## src/rtl/spi_byte_frontend_pkg.sv

```systemverilog
// Shared SPI front-end types and constants, reused by the downstream address FSM.
package spi_byte_frontend_pkg;

    localparam int unsigned BYTE_BITS           = 8;
    localparam int unsigned SYNC_STAGES_DEFAULT = 2;
    localparam int unsigned BIT_CNT_W           = $clog2(BYTE_BITS);

    typedef enum logic [2:0] {
        SPI_WAIT_IDLE = 3'b001,
        SPI_IDLE      = 3'b010,
        SPI_ACTIVE    = 3'b100
    } spi_state_e;

endpackage

```

## src/rtl/spi_byte_frontend_if.sv

```systemverilog
// SPI pins plus the byte-side handshake of the front-end.
interface spi_byte_frontend_if;

    logic                                        SCLK;
    logic                                        CS_N;
    logic                                        MOSI;
    logic                                        MISO;
    logic                                        MISO_OE;
    logic [spi_byte_frontend_pkg::BYTE_BITS-1:0] tx_data;
    logic                                        start_of_transfer;
    logic                                        end_of_transfer;
    logic [spi_byte_frontend_pkg::BYTE_BITS-1:0] data_in_value;
    logic                                        data_in_ready;
    logic                                        data_out_request;

    // Front-end side
    modport slave (
        input  SCLK, CS_N, MOSI, tx_data,
        output MISO, MISO_OE, start_of_transfer, end_of_transfer,
               data_in_value, data_in_ready, data_out_request
    );

    // Pin driver / byte consumer side
    modport master (
        output SCLK, CS_N, MOSI, tx_data,
        input  MISO, MISO_OE, start_of_transfer, end_of_transfer,
               data_in_value, data_in_ready, data_out_request
    );

endinterface

```

## src/rtl/spi_pin_sync.sv

```systemverilog
// N-stage pin synchroniser with one extra flop for single-cycle edge detection.
module spi_pin_sync #(
    parameter int unsigned STAGES  = 2,
    parameter bit          RST_VAL = 1'b0
) (
    input  logic clk,
    input  logic rst_n,
    input  logic pin,
    output logic level,
    output logic rise_c,
    output logic fall_c
);

    logic [STAGES-1:0] chain_q;
    logic              prev_q;

    // Synchroniser chain and edge-detect history flop
    always_ff @(posedge clk) begin
        if (!rst_n) begin
            chain_q <= {STAGES{RST_VAL}};
            prev_q  <= RST_VAL;
        end else begin
            chain_q <= {chain_q[STAGES-2:0], pin};
            prev_q  <= chain_q[STAGES-1];
        end
    end

    assign level  = chain_q[STAGES-1];
    assign rise_c =  level & ~prev_q;
    assign fall_c = ~level &  prev_q;

endmodule

```

## src/rtl/spi_byte_frontend.sv

```systemverilog
// Oversampled mode-0 SPI slave front-end: pin sync, byte RX, byte TX with refill request.
module spi_byte_frontend
    import spi_byte_frontend_pkg::*;
#(
    parameter int unsigned SYNC_STAGES = SYNC_STAGES_DEFAULT,
    parameter bit          LSB_FIRST   = 1'b0
) (
    input  logic               SPI_CLK,
    input  logic               RST_N,
    spi_byte_frontend_if.slave bus
);

    // Cycles after reset before the synchronised CS_N reflects the real pin
    localparam int unsigned SETTLE_MAX = SYNC_STAGES + 1;
    localparam int unsigned SETTLE_W   = $clog2(SETTLE_MAX + 1);

    logic sclk_lvl, sclk_rise_c, sclk_fall_c;
    logic cs_lvl, cs_rise_c, cs_fall_c;
    logic mosi_lvl, mosi_rise_c, mosi_fall_c;
    logic unused_sync;

    spi_byte_frontend_pkg::spi_state_e state_q, state_d;

    logic [SETTLE_W-1:0]  settle_q;
    logic                 settled;
    logic [BIT_CNT_W-1:0] bit_cnt_q;
    logic                 got_bit_q;
    logic [BYTE_BITS-1:0] rx_q, rx_next;
    logic [BYTE_BITS-1:0] tx_q, tx_shifted;
    logic [BYTE_BITS-1:0] data_in_value_q;
    logic                 sot_q, eot_q, req_q, rdy_stage_q, rdy_q, oe_q;
    logic                 sot_d, eot_d, tx_load, tx_shift, rx_shift, byte_done;

    spi_pin_sync #(.STAGES(SYNC_STAGES), .RST_VAL(1'b0)) u_sync_sclk (
        .clk(SPI_CLK), .rst_n(RST_N), .pin(bus.SCLK),
        .level(sclk_lvl), .rise_c(sclk_rise_c), .fall_c(sclk_fall_c)
    );

    spi_pin_sync #(.STAGES(SYNC_STAGES), .RST_VAL(1'b1)) u_sync_cs (
        .clk(SPI_CLK), .rst_n(RST_N), .pin(bus.CS_N),
        .level(cs_lvl), .rise_c(cs_rise_c), .fall_c(cs_fall_c)
    );

    spi_pin_sync #(.STAGES(SYNC_STAGES), .RST_VAL(1'b0)) u_sync_mosi (
        .clk(SPI_CLK), .rst_n(RST_N), .pin(bus.MOSI),
        .level(mosi_lvl), .rise_c(mosi_rise_c), .fall_c(mosi_fall_c)
    );

    // Only edges of SCLK and only the level of MOSI carry meaning here
    assign unused_sync = ^{sclk_lvl, mosi_rise_c, mosi_fall_c};

    assign settled = (settle_q == SETTLE_W'(SETTLE_MAX));

    // Bit-order dependent shift paths
    assign rx_next    = LSB_FIRST ? {mosi_lvl, rx_q[BYTE_BITS-1:1]}
                                  : {rx_q[BYTE_BITS-2:0], mosi_lvl};
    assign tx_shifted = LSB_FIRST ? {1'b0, tx_q[BYTE_BITS-1:1]}
                                  : {tx_q[BYTE_BITS-2:0], 1'b0};

    // FSM state register
    always_ff @(posedge SPI_CLK) begin
        if (!RST_N) begin
            state_q <= SPI_WAIT_IDLE;
        end else begin
            state_q <= state_d;
        end
    end

    // Next-state logic; WAIT_IDLE holds off until the synchronised CS_N is known high
    always_comb begin
        state_d = state_q;
        case (state_q)
            SPI_WAIT_IDLE: if (settled && cs_lvl) state_d = SPI_IDLE;
            SPI_IDLE:      if (cs_fall_c)         state_d = SPI_ACTIVE;
            SPI_ACTIVE:    if (cs_rise_c)         state_d = SPI_IDLE;
            default:                              state_d = SPI_WAIT_IDLE;
        endcase
    end

    // Output/control decode; CS edges take priority over SCLK edges
    always_comb begin
        sot_d     = 1'b0;
        eot_d     = 1'b0;
        tx_load   = 1'b0;
        tx_shift  = 1'b0;
        rx_shift  = 1'b0;
        byte_done = 1'b0;
        case (state_q)
            SPI_IDLE: begin
                if (cs_fall_c) begin
                    sot_d   = 1'b1;
                    tx_load = 1'b1;
                end
            end
            SPI_ACTIVE: begin
                if (cs_rise_c) begin
                    eot_d = 1'b1;
                end else if (sclk_rise_c) begin
                    rx_shift  = 1'b1;
                    byte_done = (bit_cnt_q == BIT_CNT_W'(BYTE_BITS - 1));
                end else if (sclk_fall_c) begin
                    if ((bit_cnt_q == '0) && got_bit_q) tx_load  = 1'b1;
                    else                                tx_shift = 1'b1;
                end
            end
            default: ;
        endcase
    end

    // Datapath and registered pulse outputs
    always_ff @(posedge SPI_CLK) begin
        if (!RST_N) begin
            settle_q        <= '0;
            bit_cnt_q       <= '0;
            got_bit_q       <= 1'b0;
            rx_q            <= '0;
            tx_q            <= '0;
            data_in_value_q <= '0;
            sot_q           <= 1'b0;
            eot_q           <= 1'b0;
            req_q           <= 1'b0;
            rdy_stage_q     <= 1'b0;
            rdy_q           <= 1'b0;
            oe_q            <= 1'b0;
        end else begin
            if (!settled) settle_q <= settle_q + SETTLE_W'(1);
            sot_q       <= sot_d;
            eot_q       <= eot_d;
            req_q       <= tx_load;
            rdy_stage_q <= byte_done;
            rdy_q       <= rdy_stage_q;
            if (sot_d) begin
                bit_cnt_q <= '0;
                got_bit_q <= 1'b0;
                oe_q      <= 1'b1;
            end
            if (eot_d) oe_q <= 1'b0;
            if (rx_shift) begin
                rx_q      <= rx_next;
                bit_cnt_q <= bit_cnt_q + BIT_CNT_W'(1);
                got_bit_q <= 1'b1;
            end
            if (byte_done) data_in_value_q <= rx_next;
            if (tx_load)       tx_q <= bus.tx_data;
            else if (tx_shift) tx_q <= tx_shifted;
        end
    end

    assign bus.MISO              = LSB_FIRST ? tx_q[0] : tx_q[BYTE_BITS-1];
    assign bus.MISO_OE           = oe_q;
    assign bus.start_of_transfer = sot_q;
    assign bus.end_of_transfer   = eot_q;
    assign bus.data_in_value     = data_in_value_q;
    assign bus.data_in_ready     = rdy_q;
    assign bus.data_out_request  = req_q;

endmodule

```

## src/flat_wrapper.sv

```systemverilog
// flat-port wrapper written by rule: the top's interface ports become plain ports
module spi_byte_frontend_flat import spi_byte_frontend_pkg::*;
#(
    parameter int unsigned SYNC_STAGES = SYNC_STAGES_DEFAULT,
    parameter bit          LSB_FIRST   = 1'b0
)
  (SPI_CLK, RST_N, bus_SCLK, bus_CS_N, bus_MOSI, bus_tx_data, bus_MISO, bus_MISO_OE, bus_start_of_transfer, bus_end_of_transfer, bus_data_in_value, bus_data_in_ready, bus_data_out_request);
  spi_byte_frontend_if bus_i ();
  input  logic SPI_CLK;
  input  logic RST_N;
  input wire logic [$bits(bus_i.SCLK)-1:0] bus_SCLK;
  input wire logic [$bits(bus_i.CS_N)-1:0] bus_CS_N;
  input wire logic [$bits(bus_i.MOSI)-1:0] bus_MOSI;
  input wire logic [$bits(bus_i.tx_data)-1:0] bus_tx_data;
  output wire logic [$bits(bus_i.MISO)-1:0] bus_MISO;
  output wire logic [$bits(bus_i.MISO_OE)-1:0] bus_MISO_OE;
  output wire logic [$bits(bus_i.start_of_transfer)-1:0] bus_start_of_transfer;
  output wire logic [$bits(bus_i.end_of_transfer)-1:0] bus_end_of_transfer;
  output wire logic [$bits(bus_i.data_in_value)-1:0] bus_data_in_value;
  output wire logic [$bits(bus_i.data_in_ready)-1:0] bus_data_in_ready;
  output wire logic [$bits(bus_i.data_out_request)-1:0] bus_data_out_request;
  assign bus_i.SCLK = bus_SCLK;
  assign bus_i.CS_N = bus_CS_N;
  assign bus_i.MOSI = bus_MOSI;
  assign bus_i.tx_data = bus_tx_data;
  assign bus_MISO = bus_i.MISO;
  assign bus_MISO_OE = bus_i.MISO_OE;
  assign bus_start_of_transfer = bus_i.start_of_transfer;
  assign bus_end_of_transfer = bus_i.end_of_transfer;
  assign bus_data_in_value = bus_i.data_in_value;
  assign bus_data_in_ready = bus_i.data_in_ready;
  assign bus_data_out_request = bus_i.data_out_request;
  spi_byte_frontend #(.SYNC_STAGES(SYNC_STAGES), .LSB_FIRST(LSB_FIRST)) u_core (.SPI_CLK(SPI_CLK), .RST_N(RST_N), .bus(bus_i));
endmodule
```

## config.mk

```make
export PLATFORM = sky130hd
export DESIGN_NAME = spi_byte_frontend_flat
export DESIGN_NICKNAME = d
export VERILOG_FILES = /design/src/rtl/spi_byte_frontend_pkg.sv /design/src/rtl/spi_byte_frontend_if.sv /design/src/rtl/spi_pin_sync.sv /design/src/rtl/spi_byte_frontend.sv /design/src/flat_wrapper.sv
export SDC_FILE = /design/constraint.sdc
export NUM_CORES = 1
export LEC_CHECK = 0
export ABC_AREA = 1
export BUFFER_PORTS_ARGS = -buffer_cell sky130_fd_sc_hd__buf_2
export CAP_MARGIN = 0
export CORE_MARGIN = 4
export CORE_UTILIZATION = 50
export DETAILED_ROUTE_END_ITERATION = 16
export PLACE_DENSITY = 0.81
export SYNTH_ARGS = -nofsm -noshare
export SYNTH_HDL_FRONTEND = slang
export SYNTH_HIERARCHICAL = 1
export SYNTH_SLANG_ARGS = --single-unit
```

## constraint.sdc

```tcl
create_clock -name SPI_CLK -period 1.4 [get_ports SPI_CLK]
set_input_delay 0.07 -clock SPI_CLK [delete_from_list [all_inputs] [get_ports SPI_CLK]]
set_output_delay 0.07 -clock SPI_CLK [all_outputs]
set_load 0.02 [all_outputs]
```

Word-level counts from Yosys, hierarchy flattened
Cells that the tools add are included.

Flip-flop bits (word level): 46. Latch bits: 0. Bits in writable memories: 0. ROM bits: 0. Input port bits: 13. Memories kept: 0.

Add/sub/neg operators: 2. Multipliers: 0. Div/mod/pow operators: 0. Order comparisons: 0. Eq/ne operators: 8. Shifts and indexed selects: 0. Muxes and demuxes: 30. Bitwise logic cells: 9. Reduce and logical (&&, ||, !) cells: 7.

Operator list (count): $mux 1 (21); $mux 8 (2); $mux 3 (5); $pmux 3 s3 (1); $eq 3x3->1 const B (2); $ne 2x1->1 const B (3); $not 1->1 (5); $and 1x1->1 (4); $reduce_bool 2->1 (2); $add 3x1->3 const B (1); $eq 3x1->1 const B (1); $eq 3x2->1 const B (1); $logic_not 3->1 (1); $reduce_and 3->1 (1); $add 2x1->2 const B (1); $eq 2x2->1 const B (1); $logic_and 1x1->1 (2); $pmux 1 s2 (1); $reduce_or 2->1 (1).

Depth between registers and ports, before layout
Gate-level depths: netlist (run 1).

Depth after elaboration: 9. Depth in mapped cells: 11. Mapped depth without buffers: 11.

By module
Netlist (run 1), hierarchy kept.

Modules (own cells, without submodules): spi_byte_frontend (instances 1, cells an instance 205, area each 1641.6 um^2, seq. area each 760.7 um^2); spi_pin_sync (u_core.u_sync_mosi ...) (instances 2, cells an instance 13, area each 100.1 um^2, seq. area each 60.1 um^2); spi_pin_sync (u_core.u_sync_cs) (instances 1, cells an instance 12, area each 93.8 um^2, seq. area each 60.1 um^2).

Worst setup path after synthesis (run 1)
No wires, ideal clock.

Path kind: flip-flop to flip-flop. From: reg u_core.bit_cnt_q[0]. To: reg u_core.tx_q[4]. Library setup time: 110 ps. Data arrival time: 1181 ps. Path slack: 110 ps. Cell stages (with the launch flop): 11. Buffers on the path: 0. Clock period less this slack: 1290 ps. Cell sequence: dfxtp_1 inv_1 ha_1 nand3_1 nor2_1 nand2_2 nand2_1 nand2_1 nand3_1 nand2_1 inv_1.

Longest elaborated chain between the ends: 8.

Ends and longest elaborated chain: start, declared (RTL line spi_byte_frontend.sv:26) `logic [BIT_CNT_W-1:0] bit_cnt_q;`; start signal, assigned (RTL line spi_byte_frontend.sv:140) `bit_cnt_q <= bit_cnt_q + BIT_CNT_W'(1);`; $logic_not 3->1 * (RTL line spi_byte_frontend.sv:102) `if ((bit_cnt_q == '0) && got_bit_q) tx_load = 1'b1;`; $logic_and 1x1->1 * (RTL line spi_byte_frontend.sv:102); $mux 1 (RTL line spi_byte_frontend.sv:102); $mux 1 (RTL line spi_byte_frontend.sv:101) `end else if (sclk_fall_c) begin`; $mux 1 (RTL line spi_byte_frontend.sv:98) `end else if (sclk_rise_c) begin`; $mux 1 (RTL line spi_byte_frontend.sv:96) `if (cs_rise_c) begin`; $pmux 1 s2 / $mux 1 (equally long branches) (RTL line spi_byte_frontend.sv:88) `case (state_q)`; $mux 8 / $reduce_bool 2->1 (equally long branches); end signal, assigned (RTL line spi_byte_frontend.sv:144) `if (tx_load) tx_q <= bus.tx_data;`; end signal, assigned (RTL line spi_byte_frontend.sv:145) `else if (tx_shift) tx_q <= tx_shifted;`; end, declared (RTL line spi_byte_frontend.sv:29) `logic [BYTE_BITS-1:0] tx_q, tx_shifted;`.

Every way passes the cells marked *; elsewhere a longest branch is shown, timed or not. A chain may end at the register's enable or synchronous reset.

Final worst setup path (run 1)
From: reg u_core.u_sync_cs.chain_q[1]. To: reg u_core.rx_q[3].

Longest elaborated chain between the ends: 3.

Ends and longest elaborated chain: start, declared (RTL line spi_pin_sync.sv:14) `logic [STAGES-1:0] chain_q;`; start signal, assigned (RTL line spi_pin_sync.sv:20) `chain_q <= {STAGES{RST_VAL}};`; start signal, assigned (RTL line spi_pin_sync.sv:23) `chain_q <= {chain_q[STAGES-2:0], pin};`; $and 1x1->1 (RTL line spi_pin_sync.sv:29) `assign rise_c = level & ~prev_q;`; via u_core.cs_rise_c (RTL line spi_byte_frontend.sv:18) `logic cs_lvl, cs_rise_c, cs_fall_c;`; $mux 1 (RTL line spi_byte_frontend.sv:96); $mux 1 (RTL line spi_byte_frontend.sv:88); end signal, assigned (RTL line spi_byte_frontend.sv:139) `rx_q <= rx_next;`; end, declared (RTL line spi_byte_frontend.sv:28) `logic [BYTE_BITS-1:0] rx_q, rx_next;`.

The timed path passes the listed nets, and every way through them passes these cells.

==> reports/metrics.csv, run 1 <==
metric,value,unit
status,finished with violations,
failing checks,negative setup slack,
row count,22,
switching power,0.000700,W
Sw Ratio,25.2,%
Clock Tree Buf Depth,2,
reg2reg setup slack,-0.2,ps
CP required,1600,ps
max incr delay on CP,350,ps
Cell Int Power,0.00208,W
Fin Hold WS,12.9,ps
area post-placement,2080,µm²
share of cells above drive strength 1,29.0,%
clk_skew,5.38,ps
CP arrival,1600,ps
Synth Instances,236,
worst reg2reg path endpoint,u_core/rx_q[3]$_SDFFE_PN0P_,
"commonest non-fill, non-tap cells in the layout","nand2_1 (52), dfxtp_1 (40), nor2_1 (31)",
Starting Density,51.6,%
final wirelength,4250,µm
FILL cells,297,
Tmin final,1400,ps
Logic pwr share,12.3,%
Max-cap violations,0,
Min-Delay Startpoint,bus_tx_data[0],
CTS tree,yes,
register share of total power,51.9,%
core area,3660,µm²
area growth from synthesis to layout,28.1,%
"Critical Path, Cell by Cell","inv_1, nor2_2, inv_2, nand3_4, nor2_8, inv_1, nor2_1, nor2_1",
clk slew on worst S/H paths,80,ps
met2 wire len,2150,µm
RSZ-0062 raised after global routing,true,
Avg WL per Cell,12.7,µm
Critical Path Sink,u_core/rx_q[3]$_SDFFE_PN0P_,
die area,4830,µm²
Least-Margin Pin Slew,300,ps
"Avg Cell Area, Syn",8.01,µm²
DRT Pass-1 Iters,4,
met3 wire len,198,µm
total grt overflow,0,
Finish-stage setup viols,1,
drt via density,5.00,
Pwr Total,0.00278,W
initial drt markers,106,
Mapped Area,1890,µm²
I/O pin cnt,27,
number of I/O port buffers,26,
# DRC,0,
Worst Slack Setup Final,-0.212,ps
CTS root buffer,clkbuf_8,
clock latency on the worst-skew pair,300,ps
PD cells,1150,nW/µm²
initial antenna violation count,0,
Worst Reg2Reg Path Length in Cells,8,
TNS Setup,-0.212,ps
WL met1,1820,µm
number of diodes,0,
Die Y,69.5,µm
Final #Nets,303,
dpl ws,-16.8,ps
number of global-route vias before repair,1458,
final instance area,2420,µm²
Critical Path Fanout Max,8,
crit path capture type,register,
Clock Sinks,46,
Num CTS Buffers,5,
Setup CP Type,reg -> reg,
RR Startpoint,u_core/u_sync_cs/chain_q[1]$_SDFF_PN1_,
"most common cell after layout, fill and taps aside",nand2_1,
HPWL Detailed,2520,µm
final worst path period share,100,%
Rel. slew slack,80.0,%
via count,1670,
DR top layer,met4,
first-pass GRT wire length,6380,µm
path category of the worst min-delay check,in -> reg,
Mapped Nets,253,
Fin. Hold Viols,0,
routability cong.,0.795,
P_leak,1.16,nW
Routed Antenna Nets,0,
chip width,69.5,µm
Worst setup startpoint,u_core/u_sync_cs/chain_q[1]$_SDFF_PN1_,
VDD IR max,0.784,mV
GRT Util Overall,16.3,%
"Max stage delay cell, worst path",dfxtp_2,
H-tree Lvls,2,
Synth warnings,6,
largest net degree at the start of global routing,24,
max-slew violation total from the final report,0,
Peak Freq,714,MHz
Clock Power Share,35.8,%
Startpoint Class,register,
-- registers in the layout, summed over array words and instances (netlist names), 2 cells and up --
| signal | cells |
|---|---|
| u_core/bit_cnt_q | 3 |
| u_core/bus.data_in_value | 8 |
| u_core/rx_q | 7 |
| u_core/settle_q | 2 |
| u_core/state_q | 3 |
| u_core/tx_q | 8 |
| u_core/u_sync_cs/chain_q | 2 |
| u_core/u_sync_mosi/chain_q | 2 |
| u_core/u_sync_sclk/chain_q | 2 |
-- stage by stage --
stage | utilization (%) | cells
global route | 66.2 | 334
global placement | 56.9 | 310
finish | 66.2 | 334
floorplan | - | 236
CTS | 62.2 | 325
detailed placement | 56.9 | 310
-- layout make-up --
cell class / instances / area, µm² / area share (%)
clock buffer: 6 / 82.6 / 3.41
clock inverter: 1 / 30.0 / 1.24
inverter: 28 / 118 / 4.86
multi-input combinational: 159 / 882 / 36.4
sequential: 46 / 928 / 38.3
tap: 48 / 60.1 / 2.48
timing repair buffer: 46 / 322 / 13.3
-- power groups by stage --
stage	registers [W]	clock network (W)	logic, W
CTS	0.00143	0.00101	0.000288
detailed placement	0.00146	0	0.000266
floorplan	0.00145	0	0.000199
finish	0.00144	0.000996	0.000342
global placement	0.00145	0	0.000254
global route	0.00145	0.00107	0.000386
-- layer usage --
metal  track usage (%)  vias up
met4              5.86        0
met1              20.2      772
met3              4.93       11
li1                  -      848
met2              26.8       39
met5                 0        -
-- timing repair --
action                     4_1_cts  5_1_grt
hold buffers                     5        0
gates resized for setup          4       17
setup endpoints to repair       16       28
setup buffers                    3        7
hold endpoints to repair         5        0
pin swaps                        1        6
cloned                           0        2
-- worst min path at each step --
stage / to / slack (ps) / cells past startpoint
after detailed placement: u_core/u_sync_cs/chain_q[0]$_SDFF_PN1_ / 250 / 3
after global routing: u_core/tx_q[0]$_SDFFE_PN0P_ / 30 / 3
after floorplan: u_core/u_sync_cs/chain_q[0]$_SDFF_PN1_ / 140 / 1
after global placement: u_core/u_sync_cs/chain_q[0]$_SDFF_PN1_ / 240 / 3
after CTS: u_core/tx_q[0]$_SDFFE_PN0P_ / 6 / 3
final: u_core/tx_q[0]$_SDFFE_PN0P_ / 10 / 3
-- worst max-delay path, delay by kind of cell (launching register included) --
family	cells	cell delay, ps
buf+inv	3	330
simple gates	5	610
flops	1	350
(Power assumes the default switching activity.)
==> run 2, diff against run 1 <==
CTS_CLUSTER_SIZE = 20   (was default)
GPL_TIMING_DRIVEN = 0   (was default)
==> run 2 against run 1 <==
The flow now finishes without violations. Fmax grew 1.2%. First-iteration DRC count grew 1.9%. Clock skew grew 1.6 ps. Total power shrank 7.9%. Clock-buffer cell count grew 1. Register-to-register slack gained 20 ps. Highest routed layer unchanged.
==> reports/metrics.csv, run 2 (synthesis results as in run 1) <==
metric,value,unit,change
Post-Route Utilization,64.4,%,was 66.2%
number of diodes,0,,unchanged
status,finished clean,,was finished with violations
Worst Slack Setup Final,17.0,ps,was -0.212 ps
clk_skew,7.02,ps,was 5.38 ps
max-slew violation total from the final report,0,,unchanged
Setup CP Type,reg -> reg,,unchanged
clock latency on the worst-skew pair,300,ps,about the same
Critical Path Sink,u_core/rx_q[6]$_SDFFE_PN0P_,,was u_core/rx_q[3]$_SDFFE_PN0P_
HPWL Detailed,2520,µm,about the same
CP required,1600,ps,about the same
WP depth,8,,unchanged
Max-cap violations,0,,unchanged
Avg WL per Cell,11.9,µm,was 12.7 µm
row count,22,,unchanged
total grt overflow,0,,unchanged
Startpoint Class,register,,unchanged
"most common cell after layout, fill and taps aside",nand2_1,,unchanged
number of I/O port buffers,26,,unchanged
I/O pin cnt,27,,unchanged
final worst path period share,98.8,%,was 100%
Clock Tree Buf Depth,2,,unchanged
reg2reg setup slack,20,ps,was -0.2 ps
largest net degree at the start of global routing,16,,was 24
Clock Sinks,46,,unchanged
Least-Margin Pin Slew,615,ps,was 300 ps
WP buf/inv,3,,unchanged
dpl ws,-121,ps,was -16.8 ps
P_leak,1.11,nW,was 1.16 nW
Critical Path Fanout Max,8,,unchanged
clk slew on worst S/H paths,80,ps,about the same
"commonest non-fill, non-tap cells in the layout","nand2_1 (50), dfxtp_1 (39), nor2_1 (30)",,"was nand2_1 (52), dfxtp_1 (40), nor2_1 (31)"
"Critical Path, Cell by Cell","inv_1, nor2_2, inv_2, nand3_4, nor2_8, clkinvlp_4, nor2_1, nor2_1",,"was inv_1, nor2_2, inv_2, nand3_4, nor2_8, inv_1, nor2_1, nor2_1"
via count,1650,,was 1670
VDD IR max,0.611,mV,was 0.784 mV
H-tree Lvls,2,,unchanged
DRT Pass-1 Iters,4,,unchanged
final wirelength,3940,µm,was 4250 µm
Final #Nets,299,,was 303
CP arrival,1590,ps,was 1600 ps
RR Startpoint,u_core/u_sync_cs/chain_q[1]$_SDFF_PN1_,,unchanged
CTS tree,yes,,unchanged
initial drt markers,108,,was 106
Die Y,69.5,µm,unchanged
routability cong.,0.782,,was 0.795
Worst setup startpoint,u_core/u_sync_cs/chain_q[1]$_SDFF_PN1_,,unchanged
worst reg2reg path endpoint,u_core/rx_q[6]$_SDFFE_PN0P_,,was u_core/rx_q[3]$_SDFFE_PN0P_
area growth from synthesis to layout,24.7,%,was 28.1%
share of cells above drive strength 1,27.9,%,was 29.0%
Starting Density,51.6,%,unchanged
Num CTS Buffers,5,,unchanged
RSZ-0062 raised after global routing,true,,unchanged
# DRC,0,,unchanged
Worst Reg2Reg Path Length in Cells,8,,unchanged
drt via density,4.98,,was 5.00
"Max stage delay cell, worst path",dfxtp_2,,unchanged
Finish-stage setup viols,0,,was 1
Peak Freq,723,MHz,was 714 MHz
Min-Delay Startpoint,bus_tx_data[4],,was bus_tx_data[0]
initial antenna violation count,0,,unchanged
Routed Antenna Nets,0,,unchanged
CP dominant cell by count,nor2_1,,
Tmin final,1380,ps,was 1400 ps
max incr delay on CP,340,ps,was 350 ps
number of global-route vias before repair,1481,,was 1458
die area,4830,µm²,unchanged
core area,3660,µm²,unchanged
first-pass GRT wire length,6600,µm,was 6380 µm
Pwr Total,0.00256,W,was 0.00278 W
crit path capture type,register,,unchanged
path category of the worst min-delay check,in -> reg,,unchanged
Fin. Hold Viols,0,,unchanged
CTS root buffer,clkbuf_8,,unchanged
GRT Util Overall,16.8,%,was 16.3%
PD cells,1090,nW/µm²,was 1150 nW/µm²
chip width,69.5,µm,unchanged
critical path's top delay family,simple AND/OR/NAND/NOR gates,,unchanged
Rel. slew slack,59.0,%,was 80.0%
-- run 2: cell count changes in the layout (fill, tap and decap cells not counted), sizes merged --
| cell | before | now |
|---|---|---|
| clkinvlp | 0 | 1 |
| nor2 | 42 | 41 |
| nand4 | 4 | 3 |
| bufinv | 1 | 0 |
| clkinv | 1 | 2 |
| inv | 27 | 26 |
| dlygate4sd3 | 5 | 6 |
| buf | 41 | 35 |
| clkbuf | 6 | 10 |
-- run 2: through the flow --
stage / instances / cell area [µm²] / TNS, ps / hold slack, ps
2_1_floorplan: 236 / 1890 / 0 / 139
3_3_place_gp: 310 / 2080 / -223 / 243
3_5_place_dp: 310 / 2080 / -583 / 246
4_1_cts: 325 / 2260 / 0 / 50.6
5_1_grt: 331 / 2360 / -619 / 80.2
6_report: 331 / 2360 / 0 / 67.5
-- run 2: power by group --
group	switching, W	leakage (nW)	internal [W]	total (W)
Clock	0.000430	0.0482	0.000398	0.000829
Sequential	0.0000613	0.374	0.00137	0.00143
Combinational	0.000169	0.691	0.000131	0.000300
Total	0.000660	1.11	0.00190	0.00256
-- run 2: area by class of cell --
class | count | area [µm²]
buffer | 5 | 33.8
clock buffer | 7 | 86.3
clock inverter | 1 | 5.00
fill | 316 | 1300
inverter | 28 | 121
multi-input combinational | 157 | 878
sequential | 46 | 930
tap | 48 | 60.1
timing repair buffer | 39 | 243
-- run 2: worst min-delay path by stage --
stage                                                   endpoint  slack (ps)  depth (start not counted)
after floorplan           u_core/u_sync_cs/chain_q[0]$_SDFF_PN1_         140                          1
after global placement    u_core/u_sync_cs/chain_q[0]$_SDFF_PN1_         240                          3
after detailed placement  u_core/u_sync_cs/chain_q[0]$_SDFF_PN1_         250                          3
after CTS                            u_core/tx_q[4]$_SDFFE_PN0P_          50                          5
after global routing      u_core/u_sync_cs/chain_q[0]$_SDFF_PN1_          80                          2
final                                u_core/tx_q[4]$_SDFFE_PN0P_          70                          5
-- run 2: worst register-to-register path: cells and delay by family, from the launching register on --
kind / cells / cell delay, ps
flip-flops: 1 / 340
buffers and inverters: 3 / 370
AND/OR/NAND/NOR: 5 / 580
-- run 2: layer usage --
metal	wire (µm)	global-route usage, %	up-vias
met5	0	0	-
met4	76	6.94	0
met3	183	5.22	9
met2	1930	26.9	34
met1	1750	20.9	771
li1	-	-	836
-- run 2: what timing repair did --
item | CTS | global route
hold endpoints to repair | 6 | 0
resized for setup | 5 | 22
setup buffers | 1 | 6
endpoints found under the setup margin | 8 | 28
hold buffers | 6 | 0
pin swaps | 0 | 6
